$ cat config.mk
export PLATFORM = sky130hd
export DESIGN_NAME = mem_access_stage
export DESIGN_NICKNAME = d
export VERILOG_FILES = /design/src/rtl/mem_access_stage.sv
export SDC_FILE = /design/constraint.sdc
export NUM_CORES = 1
export LEC_CHECK = 0
export CELL_PAD_IN_SITES_DETAIL_PLACEMENT = 2
export CELL_PAD_IN_SITES_GLOBAL_PLACEMENT = 2
export CORE_MARGIN = 2
export CORE_UTILIZATION = 10
export DETAILED_ROUTE_END_ITERATION = 6
export PLACE_DENSITY_LB_ADDON = 0.1
export SLEW_MARGIN = 15
export SYNTH_ARGS = -nofsm -noshare
export SYNTH_HDL_FRONTEND = slang
export SYNTH_SLANG_ARGS = --single-unit
$ cat constraint.sdc
create_clock -name clk -period 2.2 [get_ports clk]
set_clock_uncertainty 0.1 [all_clocks]
set_input_delay 0.44 -clock clk [delete_from_list [all_inputs] [get_ports clk]]
set_output_delay 0.44 -clock clk [all_outputs]
set_load 0.05 [all_outputs]
$ cat src/rtl/mem_access_stage.sv
// MEM pipeline stage: issues loads/stores over a req/ack data-memory handshake,
// stalls upstream while an access is outstanding, and aligns/extends load data.
module mem_access_stage #(
    parameter int DSIZE   = 32,
    parameter int ASIZE   = 5,
    parameter int ISIZE   = 32,
    parameter int TIMEOUT = 16
) (
    input  logic             clk,
    input  logic             rst,
    input  logic             valid_in,
    input  logic             mem_read_in,
    input  logic             mem_write_in,
    input  logic [1:0]       size_in,
    input  logic             unsigned_in,
    input  logic [DSIZE-1:0] result_in,
    input  logic [DSIZE-1:0] wdata_in,
    input  logic             wen_in,
    input  logic             mem_to_reg_in,
    input  logic             jal_in,
    input  logic [ASIZE-1:0] waddr_in,
    input  logic [ISIZE-1:0] PC_jal_in,
    output logic             dmem_req,
    output logic             dmem_we,
    output logic [DSIZE-1:0] dmem_addr,
    output logic [3:0]       dmem_be,
    output logic [DSIZE-1:0] dmem_wdata,
    input  logic             dmem_ack,
    input  logic [DSIZE-1:0] dmem_rdata,
    output logic             wen_out,
    output logic             mem_to_reg_out,
    output logic             jal_out,
    output logic [DSIZE-1:0] result_out,
    output logic [DSIZE-1:0] rdata_mem_out,
    output logic [ASIZE-1:0] waddr_out,
    output logic [ISIZE-1:0] PC_jal_out,
    output logic             stall_out,
    output logic             misalign_err,
    output logic             bus_err
);
    localparam int CW = $clog2(TIMEOUT + 1);

    typedef enum logic {
        IDLE = 1'b0,
        BUSY = 1'b1
    } state_t;

    state_t        state_q, state_d;
    logic [CW-1:0] cnt_q, cnt_d;

    logic [1:0]       off;
    logic             is_byte, is_half, is_word;
    logic             mem_op, misaligned, access;
    logic             req, stall, ack_done, timeout, mis_flag;
    logic [3:0]       be;
    logic [DSIZE-1:0] wdata_rep;
    logic [DSIZE-1:0] load_ext;
    logic [7:0]       byte_v;
    logic [15:0]      half_v;

    assign off     = result_in[1:0];
    assign is_byte = (size_in == 2'b00);
    assign is_half = (size_in == 2'b01);
    assign is_word = size_in[1];

    always_comb begin
        mem_op     = valid_in & (mem_read_in | mem_write_in);
        misaligned = (is_half & off[0]) | (is_word & (off != 2'b00));
        access     = mem_op & ~misaligned;
    end

    // Handshake sequencing; in BUSY the upstream is frozen so the request is
    // simply held at 1 from the stable inputs.
    always_comb begin
        state_d  = state_q;
        cnt_d    = cnt_q;
        req      = 1'b0;
        stall    = 1'b0;
        ack_done = 1'b0;
        timeout  = 1'b0;
        mis_flag = 1'b0;
        case (state_q)
            IDLE: begin
                req      = access;
                mis_flag = mem_op & misaligned;
                if (access) begin
                    if (dmem_ack) begin
                        ack_done = 1'b1;
                    end else begin
                        stall   = 1'b1;
                        state_d = BUSY;
                        cnt_d   = CW'(1);
                    end
                end
            end
            BUSY: begin
                req = 1'b1;
                if (dmem_ack) begin
                    ack_done = 1'b1;
                    state_d  = IDLE;
                    cnt_d    = '0;
                end else if (cnt_q == CW'(TIMEOUT)) begin
                    timeout = 1'b1;
                    state_d = IDLE;
                    cnt_d   = '0;
                end else begin
                    stall = 1'b1;
                    cnt_d = cnt_q + CW'(1);
                end
            end
            default: begin
                state_d = IDLE;
                cnt_d   = '0;
            end
        endcase
    end

    always_ff @(posedge clk) begin
        if (rst) begin
            state_q <= IDLE;
            cnt_q   <= '0;
        end else begin
            state_q <= state_d;
            cnt_q   <= cnt_d;
        end
    end

    genvar gi;
    generate
        for (gi = 0; gi < 4; gi++) begin : g_lane
            assign be[gi] = is_byte ? (off == 2'(gi)) :
                            is_half ? (off[1] == (gi >= 2)) : 1'b1;
            assign wdata_rep[8*gi +: 8] = is_byte ? wdata_in[7:0] :
                                          is_half ? wdata_in[8*(gi%2) +: 8] :
                                                    wdata_in[8*gi +: 8];
        end
    endgenerate

    // Little-endian lane pick, then sign or zero extension.
    always_comb begin
        byte_v = dmem_rdata[8*off +: 8];
        half_v = dmem_rdata[16*off[1] +: 16];
        if (is_byte) begin
            load_ext = {{(DSIZE-8){~unsigned_in & byte_v[7]}}, byte_v};
        end else if (is_half) begin
            load_ext = {{(DSIZE-16){~unsigned_in & half_v[15]}}, half_v};
        end else begin
            load_ext = dmem_rdata;
        end
    end

    assign dmem_req       = ~rst & req;
    assign dmem_we        = ~rst & mem_write_in;
    assign dmem_addr      = rst ? '0 : {result_in[DSIZE-1:2], 2'b00};
    assign dmem_be        = rst ? 4'b0000 : be;
    assign dmem_wdata     = rst ? '0 : wdata_rep;
    assign stall_out      = ~rst & stall;
    assign misalign_err   = ~rst & mis_flag;
    assign bus_err        = ~rst & timeout;
    assign wen_out        = ~rst & valid_in & wen_in & ~mem_write_in & ~stall & ~mis_flag & ~timeout;
    assign jal_out        = ~rst & jal_in & ~stall & ~mis_flag;
    assign mem_to_reg_out = ~rst & mem_to_reg_in;
    assign result_out     = rst ? '0 : result_in;
    assign waddr_out      = rst ? '0 : waddr_in;
    assign PC_jal_out     = rst ? '0 : PC_jal_in;
    assign rdata_mem_out  = (~rst & ack_done) ? load_ext : '0;

endmodule

==> metrics.txt <==
Setup crit start kind=input port; port bufs=~320; Routed wire per std cell=17.6 um; worst endpoint data arrival time=~2000 ps; Placeable Area=roughly 0.024 mm^2; VDD IR max=around 0.00024 V; CP top delay family=buffers and inverters; crit path kind=in2out; worst-path cell chain=buf_8, mux4_2, a221o_1, o211ai_4, buf_6, buf_12, a21oi_4, buf_6; Cell Area, Synth=0.00246 mm^2; full die area=between 0.02 and 0.03 mm^2; synthesis-stage register bit count=6; Static Leakage=3.38 nW; Hold Crit Depth=1; Final Cycle Share=116%; Total Power=2.40 mW; number of flops mapped to enable cells by yosys=0; via count=between 4,000 and 5,000; pin count of the biggest net entering global routing=between 40 and 50; Slew headroom=65.4%; first drt pass iteration count=2; commonest non-fill, non-tap cell in the layout=buf_4; slowest CP cell=mux4_2; GRT overflow=0; Nets=approximately 900; pre-CTS WS=-852 ps; Final Routed Wirelength=18.6 mm; Reg clk slew, reported paths=approximately 30 ps; Worst R2R Setup Slack=approximately 370 ps; PD cells=299 mW/mm^2; number of buffers and inverters on the critical path=4; Clock Sinks=6; Worst R2R Start=cnt_q[0]; CP required=approximately 1700 ps; Distinct cells, synth=43; R2R depth=7; register area=~120 um^2; routed vias/inst=~4.0; Clock Path Buffers=2; DIE HEIGHT=161 um; area grow syn2layout=226%; RSZ-0062 raised after global routing=true; critical path's largest stage delay=510 ps; share of cells above drive strength 1=between 50 and 60%; DIE WIDTH=around 160 um; Post-DP HPWL=around 16 mm; failing checks=setup timing; synth warn=0; Tmin final=2550 ps; post-route ant nets=0; hold path start=cnt_q[4]; TritonCTS buffer count=3; Peak Freq=roughly 0.39 GHz; GRT Util Overall=between 10% and 20%; area of the multi-input gates=0.00265 mm^2; root buffer cell=clkbuf_16; RePlAce Congestion=roughly 0.77; r2r endpoint=cnt_q[4]; Worst Hold Endpoint=cnt_q[4]; Slew Viols, Final=0; status=complete, but fails checks; hold_buf cts=0; register area share after synthesis=just under 5%; final hold vios=0; Max FO, Critical Path=7; worst setup margin=-346 ps; Hold Crit Class=reg2reg; critical path depth in cells=8; ys async rst share=0%; H-Tree Depth=1; starting density of the core=about a tenth; Crit. End Element=output port; vias in the first global route=slightly below 5,000; FP Rows=57; io pins=roughly 320; initial antenna violation count=1; Antenna Cells=0; Syn Area/Cell=about 6.4 um^2; TritonCTS clock tree=yes; Slew @ Worst Pin=512 ps; post-layout util=around a third; First DRT Iteration DRCs=between 60 and 70; most frequent cells in the layout=buf_4, clkdlybuf4s50_1, buf_12; fillers=between 2,000 and 3,000; Final Setup Violations=35; Synth Instances=between 300 and 400; # Max-Cap Violations=0; Worst-Skew Late Latency=230 ps; first-pass GRT wire length=approximately 28 mm; cell mode on critical path=buf_6; drt drc=0; top_reg_cell synth=dfxtp_1
==> cell usage after synthesis, drive strengths merged, types with 2 or more instances <==
library cell | number | area [um^2]
or2 | 2 | 12.5
a211oi | 8 | 60.1
mux4 | 8 | 180
nor2b | 81 | 507
ha | 2 | 25.0
mux2i | 24 | 240
nand2b | 4 | 25.0
inv | 28 | 105
nor3 | 3 | 15.0
nor2 | 45 | 169
a221oi | 8 | 70.1
clkbuf | 21 | 78.8
dfxtp | 6 | 120
nor4 | 2 | 12.5
o22ai | 7 | 43.8
buf | 42 | 290
o21ai | 9 | 45.0
nand2 | 24 | 90.1
a21oi | 38 | 190
nand3 | 3 | 15.0
==> metrics by stage <==
stage / instance area (um^2) / hold slack [ps] / instances / TNS [ps]
final: 8040 / 420 / 1060 / -8240
after global placement: 7450 / 388 / 1039 / -27720
after CTS: 7940 / 420 / 1056 / -8650
after global routing: 8040 / 450 / 1060 / -10470
after detailed placement: 7450 / 412 / 1039 / -29570
after floorplan: 3160 / 373 / 385 / -6000
==> per-layer routing <==
layer	global-route usage, %	vias up	wire, um
li1	-	1960	-
met1	14.4	2031	6570
met2	26.6	187	10100
met3	4.80	14	1670
met4	2.72	2	272
met5	0	-	16
==> sequential cells by signal, summed over array words and instances, names as in the netlist <==
| register | flops |
|---|---|
| cnt_q | 5 |
| state_q | 1 |
==> power by group <==
part | switching (mW) | internal [mW]
registers | 0.00343 | 0.112
logic | 1.09 | 0.897
clock network | 0.0658 | 0.234
total | 1.16 | 1.24
==> worst reg2reg max path, stage by stage, from the launching register on <==
cell	delay [ps]
dfxtp_2	320
inv_1	40
ha_1	200
and4bb_2	240
or3_4	390
buf_4	170
nor3_1	180
a211o_1	130
==> cell families (layout without fill, tap and decap cells) <==
| logic type | after synthesis | count (layout) | share of synthesized area, % |
|---|---|---|---|
| multiplexers | 33 | 33 | 17.5 |
| other | 1 | 2 | 0.152 |
| buffers and inverters | 91 | 442 | 19.2 |
| XOR/XNOR | 1 | 1 | 0.356 |
| AND/OR/NAND/NOR | 171 | 171 | 36.6 |
| flip-flops | 6 | 6 | 4.88 |
| adder cells (fa/ha/maj) | 2 | 2 | 1.02 |
| AO/OA/AOI/OAI | 79 | 79 | 20.3 |
==> final cells by class <==
| type | instances | area share, % |
|---|---|---|
| well taps | 324 | 5.05 |
| flip-flops and latches | 6 | 1.54 |
| inverters | 28 | 1.31 |
| clock buffers | 3 | 0.934 |
| repair buffers | 411 | 58.2 |
| multi-input cells | 288 | 33.0 |
==> worst max path at each step <==
stage	from	endpoint	slack (ps)
detailed placement	result_in[0]	rdata_mem_out[5]	-850
CTS	result_in[0]	rdata_mem_out[18]	-380
global placement	result_in[0]	rdata_mem_out[5]	-810
floorplan	rst	result_out[16]	-250
global route	result_in[0]	rdata_mem_out[22]	-380
finish	result_in[0]	rdata_mem_out[22]	-350
==> repair_timing <==
item | in CTS | in global routing
buffers inserted | 13 | 9
endpoints found under the setup margin | 45 | 53
pin swaps | 11 | 17
hold endpoints to repair | 0 | 0
cloned | 1 | 0
gates resized for setup | 110 | 28
No activity file was read; power rests on OpenSTA's default activity.
